$ cat src/rtl/dispatch1_4.sv
// 1-to-4 steering block: one valid/ready input routed by in_sel into four one-entry output slots.
// Optional per-channel accept counters are compiled in with DISPATCH1_4_STATS_EN.
module dispatch1_4 #(
    parameter int unsigned WIDTH = 32
`ifdef DISPATCH1_4_STATS_EN
   ,parameter int unsigned CNT_W = 16
`endif
) (
    input  logic             clk,
    input  logic             rst_n,
    input  logic             in_valid,
    output logic             in_ready,
    input  logic [1:0]       in_sel,
    input  logic [WIDTH-1:0] in_data,
    output logic [3:0]       out_valid,
    input  logic [3:0]       out_ready,
    output logic [WIDTH-1:0] out_data0,
    output logic [WIDTH-1:0] out_data1,
    output logic [WIDTH-1:0] out_data2,
    output logic [WIDTH-1:0] out_data3,
    output logic             busy
`ifdef DISPATCH1_4_STATS_EN
   ,input  logic             stats_clr,
    output logic [CNT_W-1:0] cnt0,
    output logic [CNT_W-1:0] cnt1,
    output logic [CNT_W-1:0] cnt2,
    output logic [CNT_W-1:0] cnt3
`endif
);

    logic [3:0]       r_valid;
    logic [WIDTH-1:0] r_data [4];
    logic             w_acc;
    logic [3:0]       w_load;
    logic [3:0]       w_drn;

    // A full slot only blocks the input when its own consumer is stalled.
    assign in_ready = !r_valid[in_sel] | out_ready[in_sel];
    assign w_acc    = in_valid & in_ready;
    assign w_load   = w_acc ? 4'(4'b0001 << in_sel) : 4'b0000;
    assign w_drn    = r_valid & out_ready;

    always_ff @(posedge clk) begin
        if (!rst_n) begin
            r_valid <= 4'b0000;
            for (int k = 0; k < 4; k++) begin
                r_data[k] <= '0;
            end
        end else begin
            // Load wins over drain so a slot can refill in the cycle it empties.
            for (int k = 0; k < 4; k++) begin
                if (w_load[k]) begin
                    r_valid[k] <= 1'b1;
                    r_data[k]  <= in_data;
                end else if (w_drn[k]) begin
                    r_valid[k] <= 1'b0;
                end
            end
        end
    end

    assign out_valid = r_valid;
    assign out_data0 = r_data[0];
    assign out_data1 = r_data[1];
    assign out_data2 = r_data[2];
    assign out_data3 = r_data[3];
    assign busy      = |r_valid;

`ifdef DISPATCH1_4_STATS_EN
    logic [CNT_W-1:0] r_cnt [4];

    // Saturating accept counters; clear overrides a same-cycle increment.
    always_ff @(posedge clk) begin
        for (int k = 0; k < 4; k++) begin
            if (!rst_n || stats_clr) begin
                r_cnt[k] <= '0;
            end else if (w_load[k] && (r_cnt[k] != {CNT_W{1'b1}})) begin
                r_cnt[k] <= r_cnt[k] + CNT_W'(1);
            end
        end
    end

    assign cnt0 = r_cnt[0];
    assign cnt1 = r_cnt[1];
    assign cnt2 = r_cnt[2];
    assign cnt3 = r_cnt[3];
`endif

endmodule
$ cat config.mk
export PLATFORM = sky130hd
export DESIGN_NAME = dispatch1_4
export DESIGN_NICKNAME = d
export VERILOG_FILES = /design/src/rtl/dispatch1_4.sv
export SDC_FILE = /design/constraint.sdc
export NUM_CORES = 1
export LEC_CHECK = 0
export ABC_CLOCK_PERIOD_IN_PS = 11880
export CAP_MARGIN = 5
export CORE_ASPECT_RATIO = 1.5
export CORE_UTILIZATION = 49
export CTS_CLUSTER_DIAMETER = 150
export DETAILED_ROUTE_END_ITERATION = 8
export PLACE_DENSITY = 0.87
export SLEW_MARGIN = 20
export SYNTH_ARGS = -nofsm -noshare
export SYNTH_HDL_FRONTEND = slang
export SYNTH_SLANG_ARGS = --single-unit
$ cat constraint.sdc
create_clock -name clk -period 11.88 [get_ports clk]
set_input_delay 1.782 -clock clk [delete_from_list [all_inputs] [get_ports clk]]
set_output_delay 1.782 -clock clk [all_outputs]
set_load 0.005 [all_outputs]
==> metrics.yaml, run 1 <==
status: "finished clean"
grt_max_degree: 41
power.density_nw_per_um2: 152
clk_pin_slew_ns: 0.05
path_delay_family: "buffers and inverters"
rsz0062_at_grt: "no"
nFillCells: 640
cts_resized: 0
tightest_slew_ns: 1.05
power_mw: 1.17
synth_nets: 401
finalInstanceArea_sq_um: 7720
vdd_ir_drop_max_uv: 128
clock_latency_ns: 0.41
synth.top_cell.area_share_pct: 72.4
final_core_util_pct: 73.3
final.setup_skew_ns: 0.00633
layout.nets: 561
path_cells: "clkdlybuf4s50_1, mux4_2, clkdlybuf4s50_1"
cp_common_cell: "clkdlybuf4s50_1"
setup_ws_ns: 6.64
yosysUniqueCellTypes: 22
grt_usage_pct: 26.7
fp.coreArea_sq_um: 10500
use_met2_pct: 46.2
wl_mm: 14.7
postCtsSetupBuffers: 0
antenna_found_initial: 0
num_vias: 3887
slew_violations: 0
vias_per_cell: 5.74
crit_path_start_kind: "input port"
clockRootBuffer: "clkbuf_16"
syn_area_per_cell_sq_um: 14.7
remaining_drc_errors: 0
antenna_cells: 0
die_w_microns: 87.0
dp.cells: 645
worst-path-buf-inv: 2
timing.fmax_mhz: 191
hold_violations: 0
critical_path_class: "input port to output pin"
ctsLongestPathBuffers: 2
grt_pass1_vias: 3642
drt_iter0_drc: 377
post-route-min-period_ns: 5.24
cts_max_level: 4
clkSinkCount: 132
io_pins: 175
multi_input_area_sq_um: 1230
cp.arrival_ns: 3.46
grt_busiest_layer: "met2"
netlist_area_sq_um: 5310
use_met3_pct: 5.22
gp_congestion: 0.818
cts_tree: "yes"
setup-violations-final: 0
grt_pass1_wl_mm: 21.3
whs_ns: 0.565
final_cells: 677
worstPathMaxFanout: 9
finalCritPeriodShare_pct: 44.1
gr-usage-met1_pct: 31.7
slew_headroom_pct: 29.9
fin_tns_setup_ns: 0
post_dp_cell_area_sq_um: 7130
start_util_pct: 50.4
holdBufCountCts: 0
rows: 46
dieHeight_microns: 129
antenna_left: 0
hpwl_mm: 9.37
max_cap_violations: 0
syn2layout_area_growth_pct: 45.6
drive_gt1_share_pct: 14.6
ys_ff_latch: 132
cp_slowest_cell: "clkdlybuf4s50_1"
pre_cts_slack_ns: 6.64
seq_area_frac_synth_pct: 73.9
cp-end-kind: "output pin"
cpPeakStageDelay_ns: 0.64
synthCells: 360
yosysTopAreaCell: "edfxtp_1"
leakage_nw: 2.63
dieArea_sq_um: 11300
crit_required_ns: 10.10
first_pass_iters: 5
regArea_sq_um: 3920
grt_overflow_total: 0
hold_path_class: "register to register"
yosysWarnings: 0
cts_made_buffers: 17
detail_route.wl_per_cell_microns: 21.7
synth_area_leaders: "edfxtp_1, nor3_1, nor3_2, nand3_1, buf_2"
io_buffers: 174
final timing paths:
kind	from	to	slack, ns	cells after the start
max	in_sel[1]	in_ready	6.64	3
min	out_valid[1]	out_valid[1]	0.56	2
max reg2reg	out_valid[0]	r_data[0][10]	9.69	4
min reg2reg	out_valid[1]	out_valid[1]	0.56	2
cell families after synthesis:
logic type | after synthesis | synth area share, %
AOI/OAI and AO/OA | 8 | 1.13
buffers and inverters | 42 | 4.55
DFF | 132 | 73.9
muxes | 1 | 0.424
and+or+nand+nor | 177 | 19.9
layout by cell type, fill, tap and decap left out:
cell type / Yosys / layout
clkdlybuf4s50_1: 0 / 173
edfxtp_1: 128 / 128
nor3_1: 98 / 98
nand3_1: 33 / 33
nor3_2: 30 / 30
clkbuf_16: 0 / 17
buf_4: 0 / 8
nand2b_1: 6 / 5
nor2b_4: 0 / 4
o31ai_4: 0 / 4
dfxtp_1: 4 / 4
a21boi_0: 3 / 3
clkinv_1: 0 / 3
bufinv_16: 0 / 3
clkinv_4: 0 / 3
nand3b_1: 2 / 2
clkinvlp_4: 0 / 2
clkinv_2: 0 / 2
mux4_2: 1 / 1
inv_1: 1 / 1
or2_2: 0 / 1
nand2_1: 1 / 1
or4_1: 1 / 1
nand2b_2: 0 / 1
nor3b_1: 1 / 1
o21a_1: 1 / 1
inv_6: 0 / 1
clkbuf_1: 13 / 1
buf_2: 18 / 1
synthesized netlist by cell type:
cell,number
o21a_1,1
nor3_1,98
nor3_2,30
o31ai_1,4
buf_2,18
nor2b_1,4
inv_1,1
dfxtp_1,4
buf_6,8
a21boi_0,3
nand2_1,1
clkbuf_2,1
nand3_1,33
clkbuf_1,13
mux4_2,1
nand3b_1,2
buf_1,1
nand2b_1,6
nor3b_1,1
edfxtp_1,128
or4_1,1
or2_1,1
registers in the layout, summed over array words and instances (netlist names):
register / cells
out_valid: 4
r_data: 128
layout make-up:
type                    instances  share of cell area (%)
flip-flops and latches        132                    50.8
inverters                       1                  0.0486
repair buffers                182                    23.3
well taps                     144                    2.33
multi-input cells             186                    15.9
clock buffers                  18                    5.56
clock inverters                14                    2.09
per-layer routing:
metal  vias up  wire [microns]  part of all wire [%]
li1       1699               -                     -
met1      1896            5340                    36
met2       262            7780                    53
met3        30            1090                   7.4
met4         0             471                   3.2
met5         -               0                     0
worst reg2reg max path, delay by kind of cell (launching register included):
kind / cells / cell delay (ns)
buf+inv: 2 / 0.73
compound gates: 1 / 0.67
flops: 1 / 0.33
simple gates: 1 / 0.13
power breakdown:
group / switching [mW] / internal, mW / total (mW)
clock network: 0.195 / 0.328 / 0.523
registers: 0.00870 / 0.533 / 0.542
logic: 0.0535 / 0.0538 / 0.107
total: 0.257 / 0.915 / 1.17
Note: power is estimated with default switching activity, not from simulation.
==> inputs of run 2 (changes only) <==
- ABC_CLOCK_PERIOD_IN_PS: 11880 -> 5040
- CORE_UTILIZATION: 49 -> 46
- PLACE_DENSITY: 0.87 -> 0.82
- clock period: 11.88 -> 5.04 ns (I/O delays scaled with it)
==> metrics.yaml, run 2 (same netlist as run 1, synthesis figures left out) <==
status: "finished clean"
fin_tns_setup_ns: 0  # unchanged
slew_headroom_pct: 39.5  # +9.7 points
cts_tree: "yes"
detail_route.wl_per_cell_microns: 21.2  # -2.0%
multi_input_area_sq_um: 1230  # -0.20%
clkSinkCount: 132  # unchanged
grt_pass1_vias: 3830  # +5.2%
final_common_cell: "clkdlybuf4s50_1"
cts_resized: 0  # unchanged
grt_max_degree: 41  # unchanged
post_dp_cell_area_sq_um: 7150  # +0.23%
vias_per_cell: 5.57  # -3.0%
p_sw_share_pct: 22.2  # +0.25 points
post-route-min-period_ns: 3.19
hold_violations: 0  # unchanged
critical_path_class: "input port to output pin"
cp-end-kind: "output pin"
num_vias: 3799  # -2.3%
hold_path_class: "register to register"
syn2layout_area_growth_pct: 45.4  # about the same
io_buffers: 174  # unchanged
setup-violations-final: 0  # unchanged
tightest_slew_ns: 0.907  # -0.145 ns
remaining_drc_errors: 0  # unchanged
clock_latency_ns: 0.41  # about the same
rows: 47  # +2.2%
cts_made_buffers: 17  # unchanged
power_mw: 2.71  # +130%
gp_congestion: 0.811  # -0.82%
antenna_found_initial: 0  # unchanged
share_comb_of_total_power_pct: 9.4  # +0.3 points
vdd_ir_drop_max_uv: 264  # +110%
max_flop_register: "r_data"
postCtsSetupBuffers: 0  # unchanged
largest_reg_flops: 128  # unchanged
finalInstanceArea_sq_um: 7720  # about the same
final.setup_skew_ns: 0.00911  # +0.00278 ns
regArea_sq_um: 3920  # unchanged
slew_violations: 0  # unchanged
worstPathMaxFanout: 9  # unchanged
max_cap_violations: 0  # unchanged
clk_pin_slew_ns: 0.06  # about the same
grt_pass1_wl_mm: 21.9  # +2.9%
final_core_util_pct: 69.4  # -3.9 points
timing.fmax_mhz: 313
die_w_microns: 89.7  # +3.1%
wl_mm: 14.5  # -1.3%
crit_path_start_kind: "input port"
layout.nets: 563  # +0.36%
dieArea_sq_um: 12000  # +6.4%
cp.arrival_ns: 2.44  # -1.02 ns
power.density_nw_per_um2: 351  # +130%
leakage_nw: 2.62  # -0.28%
fp.coreArea_sq_um: 11100  # +5.5%
drive_gt1_share_pct: 15.0  # +0.32 points
hpwl_mm: 9.78  # +4.3%
crit_required_ns: 4.28  # -5.82 ns
sequentialPowerShare_pct: 47.1  # +0.9 points
final_cell_mix: "clkdlybuf4s50_1, edfxtp_1, nor3_1"
rsz0062_at_grt: "no"
clockRootBuffer: "clkbuf_16"
start_util_pct: 47.7  # -2.6 points
ctsLongestPathBuffers: 2  # unchanged
dieHeight_microns: 134  # +3.2%
first_pass_iters: 5  # unchanged
antenna_left: 0  # unchanged
grt_overflow_total: 0  # unchanged
drt_iter0_drc: 295  # -22%
antenna_cells: 0  # unchanged
finalCritPeriodShare_pct: 63.3
intPower_mw: 2.11  # +130%
clockPowerShare_pct: 43.5  # -1.1 points
switching_power_uw: 601  # +130%
nFillCells: 748  # +17%
holdBufCountCts: 0  # unchanged
grt_usage_pct: 25.7  # -1.0 points
cts_max_level: 4  # unchanged
io_pins: 175  # unchanged
run 2: cell types whose count changed in the layout (fill, tap and decap cells not counted), sizes merged:
| cell | before | now |
|---|---|---|
| buf | 9 | 11 |
| bufinv | 3 | 2 |
| clkinvlp | 2 | 4 |
| inv | 2 | 1 |
run 2: layout make-up:
cell class	count	share of cell area, %
clock buffer	18	5.56
clock inverter	14	1.80
inverter	1	0.0486
multi-input combinational	186	15.9
sequential	132	50.8
tap	147	2.38
timing repair buffer	184	23.5
run 2: final timing paths:
| check | from | end | slack (ns) | cells after the start |
|---|---|---|---|---|
| setup / recovery | in_sel[1] | in_ready | 1.85 | 3 |
| hold / removal | out_valid[1] | out_valid[1] | 0.55 | 2 |
| setup reg to reg | out_valid[1] | r_data[1][21] | 2.97 | 3 |
| hold reg to reg | out_valid[1] | out_valid[1] | 0.55 | 2 |
run 2: power groups by stage:
stage / clock, mW / combinational, mW / sequential [mW]
after global placement: 0 / 0.244 / 1.30
after floorplan: 0 / 0.0847 / 1.30
final: 1.18 / 0.254 / 1.28
after global routing: 1.23 / 0.270 / 1.28
after CTS: 1.19 / 0.255 / 1.28
after detailed placement: 0 / 0.252 / 1.30
run 2: per-layer routing:
layer	global-route usage (%)	routed length (microns)
met3	6.63	700
met4	11.8	582
met1	30.1	5350
met2	43.3	7850
met5	0	0
run 2: critical path, cell delays in order:
cell and delay [ns]:
clkdlybuf4s50_1 0.66, mux4_2 0.56, clkdlybuf4s50_1 0.46
run 2: per-stage QoR:
| step | instances | hold slack (ns) | worst slack, ns |
|---|---|---|---|
| 2_1_floorplan | 360 | 0.504 | 0.892 |
| 5_1_grt | 682 | 0.600 | 1.82 |
| 3_5_place_dp | 650 | 0.540 | 1.64 |
| 4_1_cts | 682 | 0.551 | 1.86 |
| 6_report | 682 | 0.555 | 1.85 |
| 3_3_place_gp | 650 | 0.521 | 1.74 |
